**src/rtl/rv_pkg.sv**
```systemverilog
// Shared RV32I decode constants: opcodes, funct fields, ALU ops, mux selects.
package rv_pkg;

  localparam logic [6:0] OPC_LUI    = 7'b0110111;
  localparam logic [6:0] OPC_AUIPC  = 7'b0010111;
  localparam logic [6:0] OPC_JAL    = 7'b1101111;
  localparam logic [6:0] OPC_JALR   = 7'b1100111;
  localparam logic [6:0] OPC_BRANCH = 7'b1100011;
  localparam logic [6:0] OPC_LOAD   = 7'b0000011;
  localparam logic [6:0] OPC_STORE  = 7'b0100011;
  localparam logic [6:0] OPC_OPIMM  = 7'b0010011;
  localparam logic [6:0] OPC_OP     = 7'b0110011;

  localparam logic [6:0] F7_ALT    = 7'b0100000;
  localparam logic [6:0] F7_MULDIV = 7'b0000001;

  localparam logic [3:0] ALU_ADD    = 4'h0;
  localparam logic [3:0] ALU_SUB    = 4'h1;
  localparam logic [3:0] ALU_AND    = 4'h2;
  localparam logic [3:0] ALU_OR     = 4'h3;
  localparam logic [3:0] ALU_XOR    = 4'h4;
  localparam logic [3:0] ALU_SLL    = 4'h5;
  localparam logic [3:0] ALU_SRL    = 4'h6;
  localparam logic [3:0] ALU_SRA    = 4'h7;
  localparam logic [3:0] ALU_SLT    = 4'h8;
  localparam logic [3:0] ALU_SLTU   = 4'h9;
  localparam logic [3:0] ALU_COPY_B = 4'hF;

  localparam logic [1:0] PC_SRC_PC4    = 2'b00;
  localparam logic [1:0] PC_SRC_BRANCH = 2'b01;
  localparam logic [1:0] PC_SRC_JUMP   = 2'b10;

  localparam logic [1:0] MEM_TO_REG_ALU = 2'b00;
  localparam logic [1:0] MEM_TO_REG_MEM = 2'b01;
  localparam logic [1:0] MEM_TO_REG_PC4 = 2'b10;

  localparam logic [1:0] ALU_SRC_B_RS2 = 2'b00;
  localparam logic [1:0] ALU_SRC_B_IMM = 2'b01;

  typedef struct packed {
    logic [4:0] rs1;
    logic [4:0] rs2;
    logic [4:0] rd;
    logic       reg_write;
    logic [1:0] mem_to_reg;
    logic       mem_read;
    logic       mem_write;
    logic [1:0] alu_src_b;
    logic [3:0] alu_op;
    logic [1:0] pc_src;
    logic       branch;
    logic       jump;
    logic       illegal;
    logic       muldiv;
    logic [2:0] muldiv_op;
  } ctrl_t;

  // SUB only exists for register-register ops; SRA/SRAI both use the alt funct7.
  function automatic logic [3:0] alu_decode(input logic [2:0] f3, input logic alt,
                                            input logic is_reg);
    logic [3:0] op;
    unique case (f3)
      3'b000:  op = (alt && is_reg) ? ALU_SUB : ALU_ADD;
      3'b001:  op = ALU_SLL;
      3'b010:  op = ALU_SLT;
      3'b011:  op = ALU_SLTU;
      3'b100:  op = ALU_XOR;
      3'b101:  op = alt ? ALU_SRA : ALU_SRL;
      3'b110:  op = ALU_OR;
      default: op = ALU_AND;
    endcase
    return op;
  endfunction

endpackage

```
**src/rtl/imm_gen.sv**
```systemverilog
// Combinational immediate generator: selects I/S/B/U/J format by opcode and sign-extends.
import rv_pkg::*;

module imm_gen #(
  parameter int unsigned XLEN = 32
) (
  input  logic [31:0]     instr,
  output logic [XLEN-1:0] imm
);

  logic [31:0] imm32;

  always_comb begin
    imm32 = '0;
    case (instr[6:0])
      OPC_OPIMM, OPC_LOAD, OPC_JALR:
        imm32 = {{20{instr[31]}}, instr[31:20]};
      OPC_STORE:
        imm32 = {{20{instr[31]}}, instr[31:25], instr[11:7]};
      OPC_BRANCH:
        imm32 = {{19{instr[31]}}, instr[31], instr[7], instr[30:25], instr[11:8], 1'b0};
      OPC_LUI, OPC_AUIPC:
        imm32 = {instr[31:12], 12'b0};
      OPC_JAL:
        imm32 = {{11{instr[31]}}, instr[31], instr[19:12], instr[20], instr[30:21], 1'b0};
      default:
        imm32 = '0;
    endcase
  end

  assign imm = imm32;

endmodule

```
**src/rtl/decode_stage.sv**
```systemverilog
// RV32I decode stage with registered ID/EX bundle, load-use stall and flush.
// Define RV32M_EN to decode M-extension ops instead of flagging them illegal.
import rv_pkg::*;

module decode_stage #(
  parameter int unsigned XLEN           = 32,
  parameter int unsigned LOAD_USE_STALL = 1
) (
  input  logic            clk_i,
  input  logic            rst_ni,
  input  logic            if_valid_i,
  output logic            id_ready_o,
  input  logic [31:0]     instr_i,
  input  logic [XLEN-1:0] pc_i,
  input  logic            flush_i,
  output logic            ex_valid_o,
  input  logic            ex_ready_i,
  output logic [XLEN-1:0] pc_o,
  output logic [XLEN-1:0] imm_o,
  output logic [4:0]      rs1_o,
  output logic [4:0]      rs2_o,
  output logic [4:0]      rd_o,
  output logic            reg_write_en_o,
  output logic [1:0]      mem_to_reg_o,
  output logic            mem_read_en_o,
  output logic            mem_write_en_o,
  output logic [1:0]      alu_src_b_o,
  output logic [3:0]      alu_op_o,
  output logic [1:0]      pc_src_o,
  output logic            branch_o,
  output logic            jump_o,
  output logic            illegal_o,
  output logic            muldiv_o,
  output logic [2:0]      muldiv_op_o
);

  localparam logic [2:0] StallInit = 3'(LOAD_USE_STALL - 1);

  logic [6:0] opcode, funct7;
  logic [2:0] funct3;
  assign opcode = instr_i[6:0];
  assign funct3 = instr_i[14:12];
  assign funct7 = instr_i[31:25];

  ctrl_t           ctrl, ctrl_d, ctrl_q;
  logic            uses_rs1, uses_rs2;
  logic [XLEN-1:0] imm, imm_d, imm_q, pc_d, pc_q;
  logic            valid_d, valid_q;
  logic [2:0]      stall_cnt_d, stall_cnt_q;
  logic [4:0]      stall_rd_d, stall_rd_q;
  logic            hazard, hit1, hit2, load_out, accept, leave;

  imm_gen #(.XLEN(XLEN)) u_imm_gen (
    .instr (instr_i),
    .imm   (imm)
  );

  always_comb begin
    ctrl           = '0;
    ctrl.rs1       = instr_i[19:15];
    ctrl.rs2       = instr_i[24:20];
    ctrl.rd        = instr_i[11:7];
    ctrl.alu_op    = ALU_ADD;
    ctrl.mem_to_reg = MEM_TO_REG_ALU;
    ctrl.pc_src    = PC_SRC_PC4;
    ctrl.alu_src_b = ALU_SRC_B_RS2;
    uses_rs1       = 1'b0;
    uses_rs2       = 1'b0;
    case (opcode)
      OPC_OP: begin
        uses_rs1       = 1'b1;
        uses_rs2       = 1'b1;
        ctrl.reg_write = 1'b1;
        if (funct7 == F7_MULDIV) begin
`ifdef RV32M_EN
          ctrl.muldiv    = 1'b1;
          ctrl.muldiv_op = funct3;
`else
          ctrl.illegal   = 1'b1;
          ctrl.reg_write = 1'b0;
`endif
        end else begin
          ctrl.alu_op = alu_decode(funct3, funct7 == F7_ALT, 1'b1);
        end
      end
      OPC_OPIMM: begin
        uses_rs1       = 1'b1;
        ctrl.reg_write = 1'b1;
        ctrl.alu_src_b = ALU_SRC_B_IMM;
        ctrl.alu_op    = alu_decode(funct3, funct7 == F7_ALT, 1'b0);
      end
      OPC_LOAD: begin
        uses_rs1        = 1'b1;
        ctrl.reg_write  = 1'b1;
        ctrl.mem_read   = 1'b1;
        ctrl.mem_to_reg = MEM_TO_REG_MEM;
        ctrl.alu_src_b  = ALU_SRC_B_IMM;
      end
      OPC_STORE: begin
        uses_rs1       = 1'b1;
        uses_rs2       = 1'b1;
        ctrl.mem_write = 1'b1;
        ctrl.alu_src_b = ALU_SRC_B_IMM;
      end
      OPC_BRANCH: begin
        uses_rs1    = 1'b1;
        uses_rs2    = 1'b1;
        ctrl.branch = 1'b1;
        ctrl.pc_src = PC_SRC_BRANCH;
        ctrl.alu_op = ALU_SUB;
      end
      OPC_JAL, OPC_JALR: begin
        uses_rs1        = (opcode == OPC_JALR);
        ctrl.reg_write  = 1'b1;
        ctrl.jump       = 1'b1;
        ctrl.pc_src     = PC_SRC_JUMP;
        ctrl.mem_to_reg = MEM_TO_REG_PC4;
        ctrl.alu_src_b  = ALU_SRC_B_IMM;
      end
      OPC_LUI, OPC_AUIPC: begin
        ctrl.reg_write = 1'b1;
        ctrl.alu_src_b = ALU_SRC_B_IMM;
        ctrl.alu_op    = (opcode == OPC_LUI) ? ALU_COPY_B : ALU_ADD;
      end
      default: ctrl.illegal = 1'b1;
    endcase
  end

  // A source matches either the load sitting in the output reg or one still in its shadow.
  assign load_out = valid_q & ctrl_q.mem_read;
  assign hit1 = (ctrl.rs1 != 5'd0) & ((load_out & (ctrl_q.rd == ctrl.rs1)) |
                ((stall_cnt_q != 3'd0) & (stall_rd_q == ctrl.rs1)));
  assign hit2 = (ctrl.rs2 != 5'd0) & ((load_out & (ctrl_q.rd == ctrl.rs2)) |
                ((stall_cnt_q != 3'd0) & (stall_rd_q == ctrl.rs2)));
  assign hazard = (uses_rs1 & hit1) | (uses_rs2 & hit2);

  assign id_ready_o = ~flush_i & ~hazard & (~valid_q | ex_ready_i);
  assign accept     = if_valid_i & id_ready_o;
  assign leave      = valid_q & ex_ready_i;

  always_comb begin
    valid_d     = valid_q;
    ctrl_d      = ctrl_q;
    imm_d       = imm_q;
    pc_d        = pc_q;
    stall_cnt_d = stall_cnt_q;
    stall_rd_d  = stall_rd_q;
    if (flush_i) begin
      valid_d     = 1'b0;
      stall_cnt_d = 3'd0;
    end else begin
      if (leave && ctrl_q.mem_read) begin
        stall_cnt_d = StallInit;
        stall_rd_d  = ctrl_q.rd;
      end else if (stall_cnt_q != 3'd0) begin
        stall_cnt_d = stall_cnt_q - 3'd1;
      end
      if (accept) begin
        valid_d = 1'b1;
        ctrl_d  = ctrl;
        imm_d   = imm;
        pc_d    = pc_i;
      end else if (leave) begin
        valid_d = 1'b0;
      end
    end
  end

  always_ff @(posedge clk_i or negedge rst_ni) begin
    if (!rst_ni) begin
      valid_q     <= 1'b0;
      ctrl_q      <= '0;
      imm_q       <= '0;
      pc_q        <= '0;
      stall_cnt_q <= 3'd0;
      stall_rd_q  <= 5'd0;
    end else begin
      valid_q     <= valid_d;
      ctrl_q      <= ctrl_d;
      imm_q       <= imm_d;
      pc_q        <= pc_d;
      stall_cnt_q <= stall_cnt_d;
      stall_rd_q  <= stall_rd_d;
    end
  end

  assign ex_valid_o     = valid_q;
  assign pc_o           = pc_q;
  assign imm_o          = imm_q;
  assign rs1_o          = ctrl_q.rs1;
  assign rs2_o          = ctrl_q.rs2;
  assign rd_o           = ctrl_q.rd;
  assign reg_write_en_o = ctrl_q.reg_write;
  assign mem_to_reg_o   = ctrl_q.mem_to_reg;
  assign mem_read_en_o  = ctrl_q.mem_read;
  assign mem_write_en_o = ctrl_q.mem_write;
  assign alu_src_b_o    = ctrl_q.alu_src_b;
  assign alu_op_o       = ctrl_q.alu_op;
  assign pc_src_o       = ctrl_q.pc_src;
  assign branch_o       = ctrl_q.branch;
  assign jump_o         = ctrl_q.jump;
  assign illegal_o      = ctrl_q.illegal;
  assign muldiv_o       = ctrl_q.muldiv;
  assign muldiv_op_o    = ctrl_q.muldiv_op;

endmodule

```
**config.mk**
```make
export PLATFORM = sky130hd
export DESIGN_NAME = decode_stage
export DESIGN_NICKNAME = d
export VERILOG_FILES = /design/src/rtl/rv_pkg.sv /design/src/rtl/imm_gen.sv /design/src/rtl/decode_stage.sv
export SDC_FILE = /design/constraint.sdc
export NUM_CORES = 1
export LEC_CHECK = 0
export CAP_MARGIN = 20
export CORE_MARGIN = 2
export CORE_UTILIZATION = 47
export CTS_BUF_LIST = sky130_fd_sc_hd__clkbuf_2 sky130_fd_sc_hd__clkbuf_4 sky130_fd_sc_hd__clkbuf_8
export DETAILED_ROUTE_END_ITERATION = 8
export PLACE_DENSITY = 0.83
export SETUP_SLACK_MARGIN = 0.1
export SLEW_MARGIN = 15
export SYNTH_ARGS = -nofsm -noshare
export SYNTH_HDL_FRONTEND = slang
export SYNTH_SLANG_ARGS = --single-unit
```
**constraint.sdc**
```tcl
create_clock -name clk_i -period 2.9 [get_ports clk_i]
set_input_delay 0.435 -clock clk_i [delete_from_list [all_inputs] [get_ports clk_i]]
set_output_delay 0.435 -clock clk_i [all_outputs]
set_load 0.01 [all_outputs]
```
==> flow_metrics.env, run 1 <==
export IMPL_vias=3780
export IMPL_insertion_delay_ns=0.37
export IMPL_synth_avg_cell_area_um2=12.54
export IMPL_period_needed_ns=2.726
export IMPL_fin_area_um2=7111
export IMPL_clock_sinks=103
export IMPL_path_clk_slew_ns=0.10
export IMPL_synth_most_common_cell="dfrtp_1"
export IMPL_synth_common_cells="103 x dfrtp_1, 50 x mux2_2, 31 x mux2_1"
export IMPL_crit_fanout=3
export IMPL_gp_congestion=0.8124
export IMPL_syn_instance_count=382
export IMPL_p_leak_nw=3.158
export IMPL_final_nets=655
export IMPL_rsz0062_at_grt="true"
export IMPL_fmax_mhz=366.8
export IMPL_io_pins=170
export IMPL_io_buffers=164
export IMPL_drcViolationCount=0
export IMPL_cts_max_level=3
export IMPL_ant_nets=0
export IMPL_syn_to_final_growth_pct=48.42
export IMPL_numCtsBuffers=9
export IMPL_core_um2=9819
export IMPL_postCtsSetupBuffers=0
export IMPL_postSynth_asyncResetShare_pct=100.0
export IMPL_worstSetupPathType="in2out"
export IMPL_via_per_inst=5.235
export IMPL_finalSetupViolCount=0
export IMPL_place_inst=704
export IMPL_dr_pass1_iters=4
export IMPL_ys_ff_latch=103
export IMPL_overflow=0
export IMPL_period_share_pct=94.01
export IMPL_maxSlewHeadroom_pct=63.53
export IMPL_n_antenna_cell=0
export IMPL_finalSetupTns_ns=0
export IMPL_finClkSkew_ns=0.008454
export IMPL_die_x_um=105.0
export IMPL_fin_cells=722
export IMPL_yosysTopAreaCellShare_pct=53.80
export IMPL_die_h_um=105.0
export IMPL_power_density_nw_per_um2=492.8
export IMPL_drive_gt1_share_pct=19.69
export IMPL_post_synth_top_area_cell="dfrtp_1"
export IMPL_synth_area_leaders="dfrtp_1 54%, mux2_2 12%, mux2_1 7.3%"
export IMPL_place_area_um2=6855
export IMPL_syn_area_um2=4791
export IMPL_ys_types=48
export IMPL_die_area_um2=11020
export IMPL_rows=36
export IMPL_grt_antenna_before_repair=0
export IMPL_fill_cells=730
export IMPL_hold_slack_ns=0.4713
export IMPL_start_kind="input port"
export IMPL_wl_um=12760
export IMPL_outcome="complete, no violations"
export IMPL_hold_class="in2reg"
export IMPL_grt_pass1_vias=3990
export IMPL_cap_violations=0
export IMPL_wl_per_cell_um=17.68
export IMPL_ys_seq_area_share_pct=53.80
export IMPL_clk_root_buffer_cell="clkbuf_8"
export IMPL_synth_ff_type="dfrtp_1"
export IMPL_final_util_pct=72.41
export IMPL_drtIter0Drc=129
export IMPL_cp_arrival_ns=2.29
export IMPL_yosysWarnings=0
export IMPL_synth_edf_count=0
export IMPL_worstMarginPinSlew_ns=0.5420
export IMPL_cp_end_kind="output port"
export IMPL_grt_usage_pct=23.33
export IMPL_finalHoldViolations=0
export IMPL_dpl_hpwl_um=9774
export IMPL_tritoncts="built"
export IMPL_required_ns=2.47
export IMPL_final_max_slew_viol_count=0
export IMPL_grt_pass1_wl_um=20200
export IMPL_cts_max_path_buffers=2
export IMPL_start_util_pct=48.79
export IMPL_peakVddDrop_v=0.0004041
export IMPL_grt_max_degree=81
-- metal layers --
metal | GRT usage [%] | wire length, um | vias up
li1 | - | - | 1743
met1 | 28.93 | 5261 | 1877
met2 | 39.29 | 6364 | 135
met3 | 5.802 | 892 | 25
met4 | 8.952 | 244 | 0
met5 | 0 | 0 | -
-- sequential cells by signal, summed over array words and instances (netlist names), 3 cells and up --
signal and cells:
alu_op_o 4, imm_o 32, pc_o 32, rd_o 5, rs1_o 5, rs2_o 5, stall_cnt_q 3, stall_rd_q 5
-- critical path: stages --
cell and delay (ns):
clkdlybuf4s50_1 0.45, or4_1 0.54, o211ai_1 0.29, o22ai_4 0.14, nor3_1 0.18, clkdlybuf4s15_1 0.26
-- placed cells by master, fill, tap and decap left out, types with 2 or more instances in the layout --
| cell | instances |
|---|---|
| nor3_1 | 2 |
| nand4_1 | 6 |
| a21o_1 | 10 |
| xor2_1 | 3 |
| mux2_2 | 50 |
| clkbuf_8 | 11 |
| inv_1 | 24 |
| nor2_1 | 12 |
| or4_1 | 2 |
| mux2i_1 | 19 |
| mux2_1 | 31 |
| nand2_1 | 15 |
| clkinv_4 | 2 |
| conb_1 | 5 |
| nor3b_1 | 2 |
| a22o_1 | 5 |
| o21ai_0 | 8 |
| a21oi_1 | 15 |
| dfrtp_1 | 103 |
| o32a_1 | 2 |
| clkdlybuf4s50_1 | 160 |
| ha_1 | 2 |
| nor2b_1 | 2 |
| buf_12 | 5 |
| nand3_1 | 5 |
| dlymetal6s2s_1 | 2 |
| xnor2_1 | 18 |
| buf_4 | 39 |
-- repair_timing --
item                                   CTS  global route
gates resized for setup                  2             6
pin swaps                                0             1
hold buffers                             0             1
setup endpoints to repair                1             8
endpoints found under the hold margin    0            17
-- layout make-up --
cell class | count | area [um^2] | share of cell area, %
Sequential cell | 103 | 2577 | 36.25
Multi-Input combinational cell | 236 | 2009 | 28.26
Inverter | 24 | 90.09 | 1.267
Tap cell | 133 | 166.4 | 2.340
Clock buffer | 12 | 158.9 | 2.235
Timing Repair Buffer | 210 | 2078 | 29.23
Clock inverter | 4 | 30.03 | 0.4223
-- power breakdown --
group | internal [W] | total [W] | switching (W)
Clock | 0.000371 | 0.000854 | 0.000483
Combinational | 0.000558 | 0.000956 | 0.000399
Sequential | 0.00159 | 0.00169 | 0.000102
Total | 0.00252 | 0.00350 | 0.000984
-- cells by family after synthesis --
family	share of synthesized area [%]
simple gates	6.999
flops	53.80
xor+xnor	3.839
other cells	0.07827
compound gates	6.765
fa+ha+maj	0.5222
buf+inv	4.988
mux	23.01
-- final timing paths --
check | startpoint | to | slack [ns] | cells after the start
setup / recovery | instr_i[17] | id_ready_o | 0.17 | 6
hold / removal | instr_i[18] | rs1_o[3] | 0.47 | 2
setup reg to reg | stall_cnt_q[0] | pc_o[26] | 0.41 | 9
hold reg to reg | branch_o | branch_o | 0.49 | 1
max in group asynchronous | rst_ni | imm_o[30] | 1.55 | 4
min in group asynchronous | rst_ni | imm_o[23] | 0.49 | 2
-- stage by stage --
stage          setup slack [ns]  total power [W]
2_1_floorplan            0.3877         0.002107
3_3_place_gp            -0.1341         0.002622
3_5_place_dp            -0.1862         0.002673
4_1_cts                  0.1488         0.003527
5_1_grt                 0.07792         0.003667
6_report                 0.1736         0.003504
(Power assumes the default switching activity.)
==> run 2: changes to the inputs <==
- CORE_MARGIN: 2 -> 5
- CORE_UTILIZATION: 47 -> 50
- DONT_BUFFER_PORTS: not set -> 1
- PLACE_DENSITY: 0.83 -> not set
==> run 2 against run 1 <==
  * The run now ends with hold timing left
  * Setup slack improved by 0.18 ns
  * Combinational power down 62%
  * Clock-buffer cell count fell by 3
  * Sequential share of layout area increased by 15 points
  * Flip-flop and latch count unchanged
  * Total power decreased by 16%
  * Largest power group unchanged
  * Highest routed layer unchanged
==> flow_metrics.env, run 2 (synthesis results as in run 1) <==
export IMPL_outcome="complete, but fails checks"
export IMPL_violations="hold timing"
export IMPL_finalHoldViolations=103
export IMPL_grt_max_degree=104
export IMPL_period_needed_ns=2.549
export IMPL_vias=2875
export IMPL_dr_pass1_iters=4
export IMPL_clk_root_buffer_cell="clkbuf_8"
export IMPL_rows=35
export IMPL_finalSetupTns_ns=0
export IMPL_pre_cts_slack_ns=0.2772
export IMPL_required_ns=2.47
export IMPL_postCtsSetupBuffers=0
export IMPL_hold_class="in2async"
export IMPL_finClkSkew_ns=0.01519
export IMPL_p_leak_nw=2.263
export IMPL_worstSetupPathType="reg2out"
export IMPL_final_nets=447
export IMPL_fin_cells=509
export IMPL_dpl_hpwl_um=7612
export IMPL_overflow=0
export IMPL_final_util_pct=53.95
export IMPL_die_area_um2=11640
export IMPL_final_cell_mix="103 x dfrtp_1, 50 x mux2_2, 31 x mux2_1, 24 x inv_1, 19 x mux2i_1"
export IMPL_cts_max_path_buffers=2
export IMPL_cap_violations=0
export IMPL_final_max_slew_viol_count=0
export IMPL_drive_gt1_share_pct=18.16
export IMPL_cts_resized=0
export IMPL_numCtsBuffers=9
export IMPL_start_util_pct=51.60
export IMPL_crit_fanout=7
export IMPL_rsz0062_at_grt="false"
export IMPL_period_share_pct=87.90
export IMPL_gp_congestion=0.8302
export IMPL_p_sw_share_pct=28.52
export IMPL_insertion_delay_ns=0.36
export IMPL_cp_end_kind="output port"
export IMPL_wl_um=10680
export IMPL_die_h_um=107.9
export IMPL_worst_slack_ns=0.3508
export IMPL_worstMarginPinSlew_ns=0.5963
export IMPL_power_density_nw_per_um2=586.5
export IMPL_cts_max_level=3
export IMPL_rrSetupSlack_ns=0.41
export IMPL_clkPwrFrac_pct=26.8
export IMPL_fmax_mhz=392.3
export IMPL_wl_per_cell_um=20.98
export IMPL_core_um2=9284
export IMPL_drcViolationCount=0
export IMPL_grt_antenna_before_repair=0
export IMPL_grt_usage_pct=18.37
export IMPL_clock_sinks=103
export IMPL_finalSetupViolCount=0
export IMPL_ant_nets=0
export IMPL_cp_arrival_ns=2.11
export IMPL_seq_power_share_pct=60.8
export IMPL_start_kind="flip-flop"
export IMPL_io_pins=170
export IMPL_die_x_um=107.9
export IMPL_pwr_share_comb_pct=12.4
export IMPL_final_common_cell="dfrtp_1"
export IMPL_grt_pass1_wl_um=16630
export IMPL_grt_pass1_vias=3045
export IMPL_n_antenna_cell=0
export IMPL_io_buffers=0
export IMPL_tritoncts="built"
export IMPL_power_switching_w=0.0008377
export IMPL_place_inst=494
export IMPL_path_clk_slew_ns=0.10
export IMPL_via_per_inst=5.648
export IMPL_maxSlewHeadroom_pct=60.22
export IMPL_fill_cells=852
export IMPL_peakVddDrop_v=0.0003027
export IMPL_intPower_w=0.002100
export IMPL_syn_to_final_growth_pct=4.544
export IMPL_drtIter0Drc=131
export IMPL_hold_slack_ns=-0.2377
-- run 2: changes by cell type in the layout (fill, tap and decap cells not counted), moves of 2 or more --
cell             delta
buf_12              -4
buf_4              -38
clkbuf_8            -2
clkdlybuf4s50_1   -160
clkinv_2            +2
dlymetal6s2s_1      -2
-- run 2: path summary, 6_finish.rpt --
kind | depth (start not counted) | endpoint | startpoint
min in group clk_i | 1 | rd_o[3] | instr_i[10]
max in group asynchronous | 0 | imm_o[18] | rst_ni
worst min-delay path | 0 | imm_o[10] | rst_ni
worst min register to register | 2 | stall_cnt_q[2] | stall_cnt_q[2]
worst max-delay path | 6 | id_ready_o | stall_cnt_q[0]
worst max register to register | 8 | imm_o[16] | stall_cnt_q[0]
-- run 2: power by group through the flow --
| stage | sequential [W] | combinational [W] | clock, W |
|---|---|---|---|
| 6_report | 0.00179 | 0.000365 | 0.000786 |
| 5_1_grt | 0.00181 | 0.000418 | 0.000870 |
| 4_1_cts | 0.00179 | 0.000371 | 0.000814 |
| 3_5_place_dp | 0.00182 | 0.000371 | 0 |
| 3_3_place_gp | 0.00182 | 0.000351 | 0 |
| 2_1_floorplan | 0.00177 | 0.000334 | 0 |
-- run 2: critical path, cell delays in order, from the launching register on --
cell	delay, ns
dfrtp_1	0.37
inv_1	0.05
ha_1	0.19
ha_1	0.28
o32a_1	0.38
o22ai_1	0.33
nor3_1	0.18
-- run 2: final cells by class --
| class | count | area [um^2] | share of cell area [%] |
|---|---|---|---|
| multi-input combinational | 236 | 1989 | 39.72 |
| tap | 129 | 161.4 | 3.223 |
| sequential | 103 | 2577 | 51.46 |
| timing repair buffer | 2 | 27.53 | 0.5496 |
| clock inverter | 6 | 38.79 | 0.7744 |
| clock buffer | 9 | 123.9 | 2.473 |
| inverter | 24 | 90.09 | 1.799 |
-- run 2: stage by stage --
stage	hold slack, ns	total power [W]	area, um^2
global placement	0.1418	0.002171	4846
global route	-0.2641	0.003100	5009
CTS	-0.2566	0.002978	5009
detailed placement	0.1420	0.002191	4846
finish	-0.2377	0.002937	5009
floorplan	0.1394	0.002107	4806
-- run 2: metal layers --
metal	vias to the layer above	part of all wire (%)	track usage (%)
met3	11	12	7.978
met1	1434	42	23.65
met2	120	45	28.24
li1	1310	-	-
met5	-	0	0
met4	0	0.95	5.140
==> run 3: changes to the inputs <==
- SETUP_SLACK_MARGIN: 0.1 -> 0.15
==> results of run 3 <==
Final layout, timing and power as in run 2 (identical DEF).
